--- src/rtl/seq_alu.sv ---
// Multi-cycle ALU: single-cycle logic/arith/shift, iterative shift-add multiply, restoring divu/remu (SEQ_ALU_DIV_EN).
// Latency 1 cycle (single) / WIDTH+1 (mul, div); accepts only in IDLE, result held in DONE until out_ready.
module seq_alu #(
  parameter int WIDTH = 32,
  parameter int SAW   = $clog2(WIDTH)
) (
  input  logic             clk,
  input  logic             rst_n,
  input  logic             in_valid,
  output logic             in_ready,
  input  logic [WIDTH-1:0] num1,
  input  logic [WIDTH-1:0] num2,
  input  logic [SAW-1:0]   sa,
  input  logic [3:0]       op,
  output logic             out_valid,
  input  logic             out_ready,
  output logic [WIDTH-1:0] result,
  output logic             zero,
  output logic             overflow,
  output logic             div_zero
);

  localparam logic [3:0] OP_AND  = 4'b0000;
  localparam logic [3:0] OP_OR   = 4'b0001;
  localparam logic [3:0] OP_ADD  = 4'b0010;
  localparam logic [3:0] OP_MUL  = 4'b0011;
  localparam logic [3:0] OP_NOT  = 4'b0100;
  localparam logic [3:0] OP_CLR  = 4'b0101;
  localparam logic [3:0] OP_SUB  = 4'b0110;
  localparam logic [3:0] OP_SLT  = 4'b0111;
  localparam logic [3:0] OP_XOR  = 4'b1000;
  localparam logic [3:0] OP_LUI  = 4'b1001;
  localparam logic [3:0] OP_SLL  = 4'b1010;
  localparam logic [3:0] OP_SRL  = 4'b1011;
  localparam logic [3:0] OP_SRA  = 4'b1100;
  localparam logic [3:0] OP_SLTU = 4'b1101;
  localparam logic [3:0] OP_DIVU = 4'b1110;
  localparam logic [3:0] OP_REMU = 4'b1111;

  localparam logic [SAW-1:0] ITER_LAST = SAW'(WIDTH - 1);

  typedef enum logic [1:0] {IDLE = 2'd0, MUL = 2'd1, DIV = 2'd2, DONE = 2'd3} state_t;

  state_t             state, state_nxt;
  logic               accept, is_mul, div_iter;
  logic [WIDTH-1:0]   acc_hi, acc_lo, opnd;
  logic [SAW-1:0]     cnt;
  logic [WIDTH-1:0]   single_res, sum_ab, diff_ab;
  logic               single_ovf, single_dz;
  logic [WIDTH:0]     mul_sum;
  logic [2*WIDTH-1:0] mul_next;

  assign accept = in_valid & in_ready;
  assign is_mul = (op == OP_MUL);

`ifdef SEQ_ALU_DIV_EN
  logic               op_rem;
  logic [WIDTH:0]     div_rs;
  logic               div_ok;
  logic [WIDTH-1:0]   div_sub;
  logic [2*WIDTH-1:0] div_next;

  // A zero divisor is resolved in one cycle, so only nonzero divisors iterate.
  assign div_iter = ((op == OP_DIVU) || (op == OP_REMU)) && (num2 != '0);

  // {acc_hi, acc_lo} = {partial remainder, dividend shifting in / quotient shifting out}.
  always_comb begin
    div_rs   = {acc_hi, acc_lo[WIDTH-1]};
    div_ok   = (div_rs >= {1'b0, opnd});
    div_sub  = div_rs[WIDTH-1:0] - opnd;
    div_next = {(div_ok ? div_sub : div_rs[WIDTH-1:0]), acc_lo[WIDTH-2:0], div_ok};
  end
`else
  assign div_iter = 1'b0;
`endif

  // {acc_hi, acc_lo} = {partial product, remaining multiplier bits}; shift right each step.
  always_comb begin
    mul_sum  = {1'b0, acc_hi} + (acc_lo[0] ? {1'b0, opnd} : '0);
    mul_next = {mul_sum, acc_lo[WIDTH-1:1]};
  end

  always_comb begin
    single_res = '0;
    single_ovf = 1'b0;
    single_dz  = 1'b0;
    sum_ab     = num1 + num2;
    diff_ab    = num1 - num2;
    case (op)
      OP_AND:  single_res = num1 & num2;
      OP_OR:   single_res = num1 | num2;
      OP_ADD: begin
        single_res = sum_ab;
        single_ovf = (num1[WIDTH-1] == num2[WIDTH-1]) && (sum_ab[WIDTH-1] != num1[WIDTH-1]);
      end
      OP_NOT:  single_res = ~num1;
      OP_CLR:  single_res = '0;
      OP_SUB: begin
        single_res = diff_ab;
        single_ovf = (num1[WIDTH-1] != num2[WIDTH-1]) && (diff_ab[WIDTH-1] != num1[WIDTH-1]);
      end
      OP_SLT:  single_res = {{(WIDTH-1){1'b0}}, ($signed(num1) < $signed(num2))};
      OP_XOR:  single_res = num1 ^ num2;
      OP_LUI:  single_res = {num2[WIDTH/2-1:0], {(WIDTH/2){1'b0}}};
      OP_SLL:  single_res = num2 << sa;
      OP_SRL:  single_res = num2 >> sa;
      OP_SRA:  single_res = $signed(num2) >>> sa;
      OP_SLTU: single_res = {{(WIDTH-1){1'b0}}, (num1 < num2)};
      OP_DIVU, OP_REMU: begin
`ifdef SEQ_ALU_DIV_EN
        single_res = (op == OP_DIVU) ? {WIDTH{1'b1}} : num1;
        single_dz  = 1'b1;
`else
        single_ovf = 1'b1;
`endif
      end
      default: single_res = '0;
    endcase
  end

  always_ff @(posedge clk or negedge rst_n) begin
    if (!rst_n) state <= IDLE;
    else        state <= state_nxt;
  end

  always_comb begin
    state_nxt = state;
    case (state)
      IDLE: begin
        if (accept) begin
          if (is_mul) state_nxt = MUL;
`ifdef SEQ_ALU_DIV_EN
          else if (div_iter) state_nxt = DIV;
`endif
          else state_nxt = DONE;
        end
      end
      MUL:  if (cnt == '0) state_nxt = DONE;
`ifdef SEQ_ALU_DIV_EN
      DIV:  if (cnt == '0) state_nxt = DONE;
`endif
      DONE: if (out_ready) state_nxt = IDLE;
      default: state_nxt = IDLE;
    endcase
  end

  always_comb begin
    in_ready  = (state == IDLE);
    out_valid = (state == DONE);
  end

  always_ff @(posedge clk or negedge rst_n) begin
    if (!rst_n) begin
      acc_hi   <= '0;
      acc_lo   <= '0;
      opnd     <= '0;
      cnt      <= '0;
      result   <= '0;
      zero     <= 1'b0;
      overflow <= 1'b0;
      div_zero <= 1'b0;
`ifdef SEQ_ALU_DIV_EN
      op_rem   <= 1'b0;
`endif
    end else begin
      case (state)
        IDLE: begin
          if (accept) begin
            opnd   <= is_mul ? num1 : num2;
            acc_hi <= '0;
            acc_lo <= is_mul ? num2 : num1;
            cnt    <= ITER_LAST;
`ifdef SEQ_ALU_DIV_EN
            op_rem <= (op == OP_REMU);
`endif
            if (!is_mul && !div_iter) begin
              result   <= single_res;
              zero     <= (single_res == '0);
              overflow <= single_ovf;
              div_zero <= single_dz;
            end
          end
        end
        MUL: begin
          {acc_hi, acc_lo} <= mul_next;
          cnt              <= cnt - SAW'(1);
          if (cnt == '0) begin
            result   <= mul_next[WIDTH-1:0];
            zero     <= (mul_next[WIDTH-1:0] == '0);
            overflow <= |mul_next[2*WIDTH-1:WIDTH];
            div_zero <= 1'b0;
          end
        end
`ifdef SEQ_ALU_DIV_EN
        DIV: begin
          {acc_hi, acc_lo} <= div_next;
          cnt              <= cnt - SAW'(1);
          if (cnt == '0) begin
            result   <= op_rem ? div_next[2*WIDTH-1:WIDTH] : div_next[WIDTH-1:0];
            zero     <= ((op_rem ? div_next[2*WIDTH-1:WIDTH] : div_next[WIDTH-1:0]) == '0);
            overflow <= 1'b0;
            div_zero <= 1'b0;
          end
        end
`endif
        default: ;
      endcase
    end
  end

endmodule

--- config.mk ---
export PLATFORM = sky130hd
export DESIGN_NAME = seq_alu
export DESIGN_NICKNAME = d
export VERILOG_FILES = /design/src/rtl/seq_alu.sv
export SDC_FILE = /design/constraint.sdc
export NUM_CORES = 1
export LEC_CHECK = 0
export ABC_AREA = 1
export BUFFER_PORTS_ARGS = -buffer_cell sky130_fd_sc_hd__buf_2
export CELL_PAD_IN_SITES_DETAIL_PLACEMENT = 1
export CELL_PAD_IN_SITES_GLOBAL_PLACEMENT = 2
export CORE_ASPECT_RATIO = 0.9
export CORE_MARGIN = 4
export CORE_UTILIZATION = 33
export DETAILED_ROUTE_END_ITERATION = 7
export GPL_TIMING_DRIVEN = 0
export PLACE_DENSITY = 0.88
export SLEW_MARGIN = 25
export SYNTH_ARGS = -nofsm -noshare
export SYNTH_HDL_FRONTEND = slang
export SYNTH_SLANG_ARGS = --single-unit
--- constraint.sdc ---
create_clock -name clk -period 2.99 [get_ports clk]
set_input_delay 0.598 -clock clk [delete_from_list [all_inputs] [get_ports clk]]
set_output_delay 0.598 -clock clk [all_outputs]
set_load 0.02 [all_outputs]
* Word-level counts from Yosys, hierarchy flattened *
Cells that the tools add are included.

operators by class
  $add $sub $neg = 4
  magnitude comparators = 2
  mux-type cells = 32
  bitwise gates (word level) = 5
  reduce and logical (&&, ||, !) cells = 14
  divide/modulo/power cells = 0
  equality and inequality tests = 24
  multiply operators = 0
  shift-type cells = 3

operators by type and width
  cell                count
  $pmux 32 s12        1
  $mux 32             8
  $pmux 32 s2         3
  $logic_not 32->1    2
  $lt 32x32->1        2
  $add 32x32->33      1
  $add 32x32->32      1
  $and 32x32->32      1
  $eq 4x4->1 const B  8
  $not 32->32         1
  $or 32x32->32       1
  $reduce_or 32->1    1
  $shl 32x5->32       1
  $shr 32x5->32       1
  $sshr 32x5->32      1
  $sub 32x32->32      1
  $xor 32x32->32      1
  $eq 4x3->1 const B  3
  $pmux 5 s2          1
  $mux 1              9
  $eq 4x2->1 const B  2
  $mux 2              4
  $pmux 1 s2          3
  $pmux 2 s3          1
  20 further kinds    26

storage, ports and cells
  register bits = 138
  ROM bits = 0
  bits in latches = 0
  bits of input ports = 77
  RAM bits = 0
  output and inout bits = 37
  memories = 0

* Depth between registers and ports, before layout *
Gate-level depths: netlist of the first run.

  depth in word-level cells = 7
  depth in mapped cells = 22
  gate-level depth less buffers = 22

* Worst setup path after synthesis of the first run *
OpenSTA, ideal clock, no wires.

  path type = register to register
  start = register acc_lo[0]
  end = register overflow
  cell stages (with the launch flop) = 18
  path slack = 0.298 ns
  period minus slack after synthesis = 2.692 ns
  arrival = 2.570 ns
  path through = dfrtp_1 > clkbuf_1 > clkbuf_1 > nand2_1 > inv_1 > ha_1 > a21oi_1 > a21boi_0 > o21ai_0 > nand2_1 > nand2_1 > xor2_1 > nor2_1 > nand2_1 > nor2_1 > nand3_1 > nand2_1 > a21oi_1

on the way
  cells in the longest elaborated chain, start to end = 5

RTL lines
  element                 line  RTL
  start, declared         46    logic [WIDTH-1:0] acc_hi, acc_lo, opnd;
  start signal, assigned  171   acc_lo <= is_mul ? num2 : num1;
  start signal, assigned  185   {acc_hi, acc_lo} <= mul_next;
  $mux 32                 79    mul_sum = {1'b0, acc_hi} + (acc_lo[0] ? {1'b0, opnd} : '0);
  $add 32x32->33          79
  $reduce_or 32->1        190   overflow <= |mul_next[2*WIDTH-1:WIDTH];
  $mux 1                  187   if (cnt == '0) begin
  $pmux 1 s2              166   case (state)
  end signal, assigned    179   overflow <= single_ovf;
  end signal, assigned    190
  end, declared           19    output logic overflow,

No other way between the ends. The select of a mux whose other input is x is not followed.
A chain may end at the register's enable or synchronous reset.

* Worst setup path after layout of the first run *
  start = input op[2]
  end = register zero

on the way
  cells in the longest elaborated chain, start to end = 6
  elaborated cells between the ends (all ways) = 20

RTL lines
  element                             line  RTL
  start, declared                     14    input logic [3:0] op,
  $eq 4x4->1 (tied with other cells)  89    case (op)
  $pmux 32 s12                        89
  $logic_not 32->1                    178   zero <= (single_res == '0);
  $mux 1                              176   if (!is_mul && !div_iter) begin
  $mux 1                              168   if (accept) begin
  $pmux 1 s2                          166
  end signal, assigned                178
  end signal, assigned                189   zero <= (mul_next[WIDTH-1:0] == '0);
  end, declared                       18    output logic zero,

Parallel ways exist; a longest one is shown, timed or not. The select of a mux whose other input is x is not followed.

==> results.txt, run 1 <==
RSZ-0062 raised after global routing = yes
utilization after layout = 40.6%
most frequent cells in the layout = nand2_1, nand3_1, inv_1
mux contribution to synthesized area = 0.0541%
CP cell instances = buf_2 -> nand2_1 -> nor2_1 -> nor2_1 -> inv_1 -> buf_2 -> nand3_1 -> a21oi_1 -> nor2_1 -> nand3_1 -> nor2_1 -> nand3_1 -> nor2_2 -> nand2_1 -> a21oi_2
post-synthesis net count = 3475
buffers added on ports = 107
#FFs+latches synth = 137
GRT Overall Usage = 35.5%
Top cell by count, worst path = nor2_1
Worst-Skew Late Latency = 430 ps
failing checks = negative setup slack
worst-margin pin slew = 933 ps
share of synthesized registers carrying an async set or reset = 100%
Layout Cells excl Fill = 4196
floorplan die height = 233 µm
Final ANT Viol Nets = 0
Final Max Tran Viols = 0
drt pass-1 iters = 6
vias in the first global route = 23800
final setup fails = 2
cell area after layout = 22600 µm²
Fill cells = 7556
initial antenna violation count = 6
final hold slack = 48.8 ps
overall power = 0.0144 W
crit path kind = in2reg
first-pass GRT wire length = 159000 µm
peak fanout along the critical path = 10
synth top area cells = nand2_1, dfrtp_1, nand3_1
placed cell count = 4126
PD cells = 637 nW/µm²
crit share post-route = 101%
Post-synth EDFFs = 0
Crit. End Element = flip-flop
largest family of logic cells by synthesized area = simple AND/OR/NAND/NOR gates
Area Growth Syn to Fin = 22.1%
share of layout cells above drive strength 1 = 15.9%
Slew Limit Headroom = 37.6%
vias per cell = 5.95
Yosys top cell area share = 19.9%
Warnings, synthesis = 0
f_max = 330 MHz
xor/xnor share of the synthesized area = 1.14%
sequential share of the synthesized area = 18.5%
worst ir drop on vdd = 0.511 mV
Synth cell types = 48
result of the run = finished with violations
Post-Route WL = 113000 µm
Worst EP required = 3310 ps
Worst Hold Class = in2async
Crit-path slowest cell = nor2_1
synthesized instance count = 3262
TritonCTS clock tree = built
initial core utilization = 33.3%
largest net degree at the start of global routing = 92
final worst slack = -36.5 ps
Worst-path clk slew = 70 ps
worst-case clock buffer depth = 2
Routed wire per std cell = 26.9 µm
Worst EP arrival = 3350 ps
ys flop type = dfrtp_1
Sink Count = 137
Synth area leader = nand2_1
Synth Area in Simple Gates = 43.9%
GRT Residual Overflow = 0
Max Cap Viol = 0
Die Wd = 258 µm
CORE AREA = 55600 µm²
min Tclk post-route = 3030 ps
TritonCTS buffer count = 17
total number of vias = 25000
DRC Markers = 0
final net count = 3631
std cell rows = 82
Root Buffer = clkbuf_16
most common cell after layout, fill and taps aside = nand2_1
Worst Clk Skew = 13.8 ps
I/O Pins = 114
die area = 60000 µm²
adder-cell share of the synthesized area = 9.31%
Cell Area, Synth = 18500 µm²
Iter 0 DRT Violations = 3170
placed instance area = 20000 µm²
gp weighted congestion = 1.11
Critical Path Max Stage Delay = 520 ps
Fin. Hold Viols = 0
DP Wirelength = 90800 µm
H-tree levels = 4
Lkg Pwr = 11.1 nW
mean post-synth cell area = 5.68 µm²
reg-to-reg slack, setup = 90 ps
CP startpoint kind = input port
Compound-Gate Fraction of Synth Area = 16.0%
-- kinds of logic (layout without fill, tap and decap cells) --
kind of cell               Yosys count  after routing
xor gates and xnor gates            24             24
other                                1             10
adders and majority gates          136            136
muxes                                1              1
DFF                                137            137
buffers and inverters              513            682
AOI/OAI and AO/OA                  511            511
and+or+nand+nor                   1939           1939
-- metrics by stage --
stage / setup slack [ps] / TNS [ps]
after floorplan: 298 / 0
after global placement: -1500 / -120340
after detailed placement: -1480 / -20800
after CTS: -3.01 / -3.01
after global routing: -121 / -254
final: -36.5 / -58.8
-- state kept, by name, indices dropped and copies added, names as in the netlist --
signal / cells
opnd: 32
result: 32
overflow: 1
acc_hi: 32
cnt: 5
acc_lo: 32
state: 2
zero: 1
-- where the power goes --
part | switching, W | internal (W)
logic | 0.00586 | 0.00276
clock network | 0.000915 | 0.00142
registers | 0.000710 | 0.00273
total | 0.00748 | 0.00692
-- worst max-delay path, delay by kind of cell --
kind / cells / cell delay (ps)
buffers and inverters: 3 / 710
AO/OA/AOI/OAI: 2 / 480
AND/OR/NAND/NOR: 10 / 1540
-- synthesized netlist by cell type, types with 20 or more instances --
library cell    n
a21oi_1       138
a22o_1         20
a31oi_1        29
buf_2          51
clkbuf_1       72
dfrtp_1       137
ha_1          133
inv_1         362
nand2_1       984
nand3_1       465
nand4_1        55
nor2_1        369
nor3_1         32
o211ai_1       21
o21ai_0       188
o21ai_1        21
o221ai_1       31
o22ai_1        26
-- cell type report --
cell class | count | area, µm² | share of cell area, %
Clock inverter | 14 | 209 | 0.924
Clock buffer | 18 | 429 | 1.90
Antenna cell | 9 | 22.5 | 0.0996
Multi-Input combinational cell | 2612 | 14400 | 63.8
Timing Repair Buffer | 141 | 990 | 4.38
Tap cell | 756 | 946 | 4.18
Sequential cell | 137 | 3430 | 15.2
Buffer | 137 | 729 | 3.23
Inverter | 372 | 1440 | 6.36
-- path summary, 6_finish.rpt --
kind,startpoint,end,cells after the start
max,op[2],zero,15
min,rst_n,acc_hi[8],1
max reg2reg,acc_lo[0],overflow,20
min reg2reg,result[5],result[5],2
max in group asynchronous,rst_n,opnd[27],2
min in group clk,result[5],result[5],2
-- routing by layer --
layer  vias to the layer above  wire (µm)  global-route usage [%]
met5                         -         25                       0
met4                         4       6510                    16.6
met3                       280      12400                    7.85
met2                      1454      46600                    52.7
met1                     12200      47400                    49.0
li1                      11100          -                       -
-- what timing repair did --
action	in CTS	in global routing
hold buffers	0	0
pin swaps	7	36
setup buffers	7	25
gates cloned	0	1
gates resized for setup	179	299
endpoints found under the setup margin	39	6
No activity file was read; power rests on OpenSTA's default activity.
==> run 2, diff against run 1 <==
Clock period 2.99 ns to 3 ns, I/O delays scaled along.
==> results.txt, run 2 (synthesis gave the netlist of run 1 again) <==
most common cell after layout, fill and taps aside = nand2_1 (unchanged)
largest net degree at the start of global routing = 92 (unchanged)
Fill cells = 7565 (was 7556)
first-pass GRT wire length = 158000 µm (was 159000 µm)
gp weighted congestion = 1.11 (unchanged)
Clk pwr share = 16.3% (was 16.2%)
I/O Pins = 114 (unchanged)
placed instance area = 20000 µm² (unchanged)
final worst slack = -131 ps (was -36.5 ps)
Lkg Pwr = 11.0 nW (was 11.1 nW)
Crit. End Element = flip-flop (unchanged)
cell area after layout = 22600 µm² (about the same)
initial core utilization = 33.3% (unchanged)
final setup fails = 1 (was 2)
Final ANT Viol Nets = 0 (unchanged)
failing checks = negative setup slack (unchanged)
Root Buffer = clkbuf_16 (unchanged)
buffers added on ports = 107 (unchanged)
Post-Route WL = 112000 µm (was 113000 µm)
TritonCTS buffer count = 17 (unchanged)
area of the multi-input gates = 14400 µm² (about the same)
vias per cell = 5.95 (about the same)
internal power = 0.00687 W (was 0.00692 W)
worst-margin pin slew = 964 ps (was 933 ps)
Worst Hold Class = in2async (unchanged)
CP startpoint = op[3] (was op[2])
min Tclk post-route = 3130 ps
DP Wirelength = 90800 µm (unchanged)
total number of vias = 25000 (about the same)
final hold slack = 64.0 ps (was 48.8 ps)
RSZ-0062 raised after global routing = yes (unchanged)
worst-case clock buffer depth = 2 (unchanged)
initial antenna violation count = 6 (unchanged)
vias in the first global route = 23700 (was 23800)
crit share post-route = 104%
result of the run = finished with violations (unchanged)
drt pass-1 iters = 6 (unchanged)
DRC Markers = 0 (unchanged)
total area of sequential cells = 3430 µm² (unchanged)
Iter 0 DRT Violations = 3008 (was 3170)
Final Max Tran Viols = 0 (unchanged)
H-tree levels = 4 (unchanged)
peak fanout along the critical path = 9 (was 10)
Net Switching = 0.00744 W (was 0.00748 W)
worst ir drop on vdd = 0.511 mV (about the same)
Fin. Hold Viols = 0 (unchanged)
Comb pwr share = 59.8% (was 59.9%)
Worst-path clk slew = 70 ps (about the same)
TritonCTS clock tree = built (unchanged)
Worst EP arrival = 3450 ps (was 3350 ps)
CP startpoint kind = input port (unchanged)
Worst Clk Skew = 14.5 ps (was 13.8 ps)
Worst-Skew Late Latency = 440 ps (was 430 ps)
GRT Residual Overflow = 0 (unchanged)
std cell rows = 82 (unchanged)
share of layout cells above drive strength 1 = 16.0% (was 15.9%)
Worst EP required = 3320 ps (was 3310 ps)
DP Worst Slack = -1470 ps (was -1480 ps)
Die Wd = 258 µm (unchanged)
Sink Count = 137 (unchanged)
Crit Reg-Reg Startpoint = acc_lo[0] (unchanged)
Area Growth Syn to Fin = 21.9% (was 22.1%)
GRT Overall Usage = 35.5% (about the same)
f_max = 319 MHz
CORE AREA = 55600 µm² (unchanged)
Slew Limit Headroom = 35.5% (was 37.6%)
final net count = 3628 (was 3631)
switching share of total power = 52.0% (about the same)
Routed wire per std cell = 26.8 µm (was 26.9 µm)
die area = 60000 µm² (unchanged)
crit path kind = in2reg (unchanged)
floorplan die height = 233 µm (unchanged)
Max Cap Viol = 0 (unchanged)
most frequent cells in the layout = nand2_1, nand3_1, inv_1 (unchanged)
PD cells = 634 nW/µm² (was 637 nW/µm²)
Hold Buf Count CTS = 0 (unchanged)
sequential cell fraction of total power = 23.9% (about the same)
-- run 2: path summary, 6_finish.rpt --
| path | endpoint | slack (ps) | cells after the start |
|---|---|---|---|
| worst max-delay path | zero | -130 | 16 |
| worst max register to register | overflow | 100 | 19 |
| max in group asynchronous | opnd[27] | 2110 | 2 |
| min in group clk | result[5] | 490 | 2 |
| worst min-delay path | acc_hi[8] | 60 | 1 |
| worst min register to register | result[5] | 490 | 2 |
-- run 2: area by class of cell --
cell class | instances | share of cell area (%)
buffer | 137 | 3.19
inverter | 372 | 6.38
antenna | 8 | 0.0887
clock inverter | 14 | 0.926
sequential | 137 | 15.2
clock buffer | 18 | 1.90
timing repair buffer | 138 | 4.27
tap | 756 | 4.19
multi-input combinational | 2612 | 63.9
-- run 2: critical path: stages --
cell and delay (ps):
buf_2 160, inv_1 120, nor2_2 190, nand2_2 230, nor2_2 520, nand4_1 510
nand4_1 400, nor2_1 70, nand2_1 150, nor2_1 70, nand3_1 80, nor2_1 40
nand3_1 70, nor2_1 60, nand2_1 110, a21oi_2 60
-- run 2: repair_timing --
action	4_1_cts	5_1_grt
buffers inserted	6	23
resized for setup	151	328
setup endpoints to repair	33	8
pin swaps	5	30
cloned	0	1
-- run 2: routing by layer --
| layer | wire, µm | GRT usage, % |
|---|---|---|
| met5 | 123 | 0 |
| met4 | 6460 | 16.4 |
| met3 | 12200 | 7.65 |
| met2 | 46300 | 52.6 |
| met1 | 47300 | 49.2 |
-- run 2: stage by stage --
step           util [%]  instances  TNS (ps)  total power, W
6_report           40.6       4192      -131          0.0143
5_1_grt            40.6       4187      -205          0.0152
4_1_cts            38.0       4160     -45.7          0.0134
3_5_place_dp       36.0       4126    -20300          0.0109
3_3_place_gp       36.0       4125   -118830          0.0107
2_1_floorplan         -       3262         0         0.00803
-- run 2: power by group through the flow --
stage	Combinational [W]	Clock (W)	Sequential, W
6_report	0.00856	0.00233	0.00342
5_1_grt	0.00926	0.00242	0.00349
4_1_cts	0.00771	0.00234	0.00335
3_5_place_dp	0.00752	0	0.00335
3_3_place_gp	0.00741	0	0.00332
2_1_floorplan	0.00464	0	0.00339
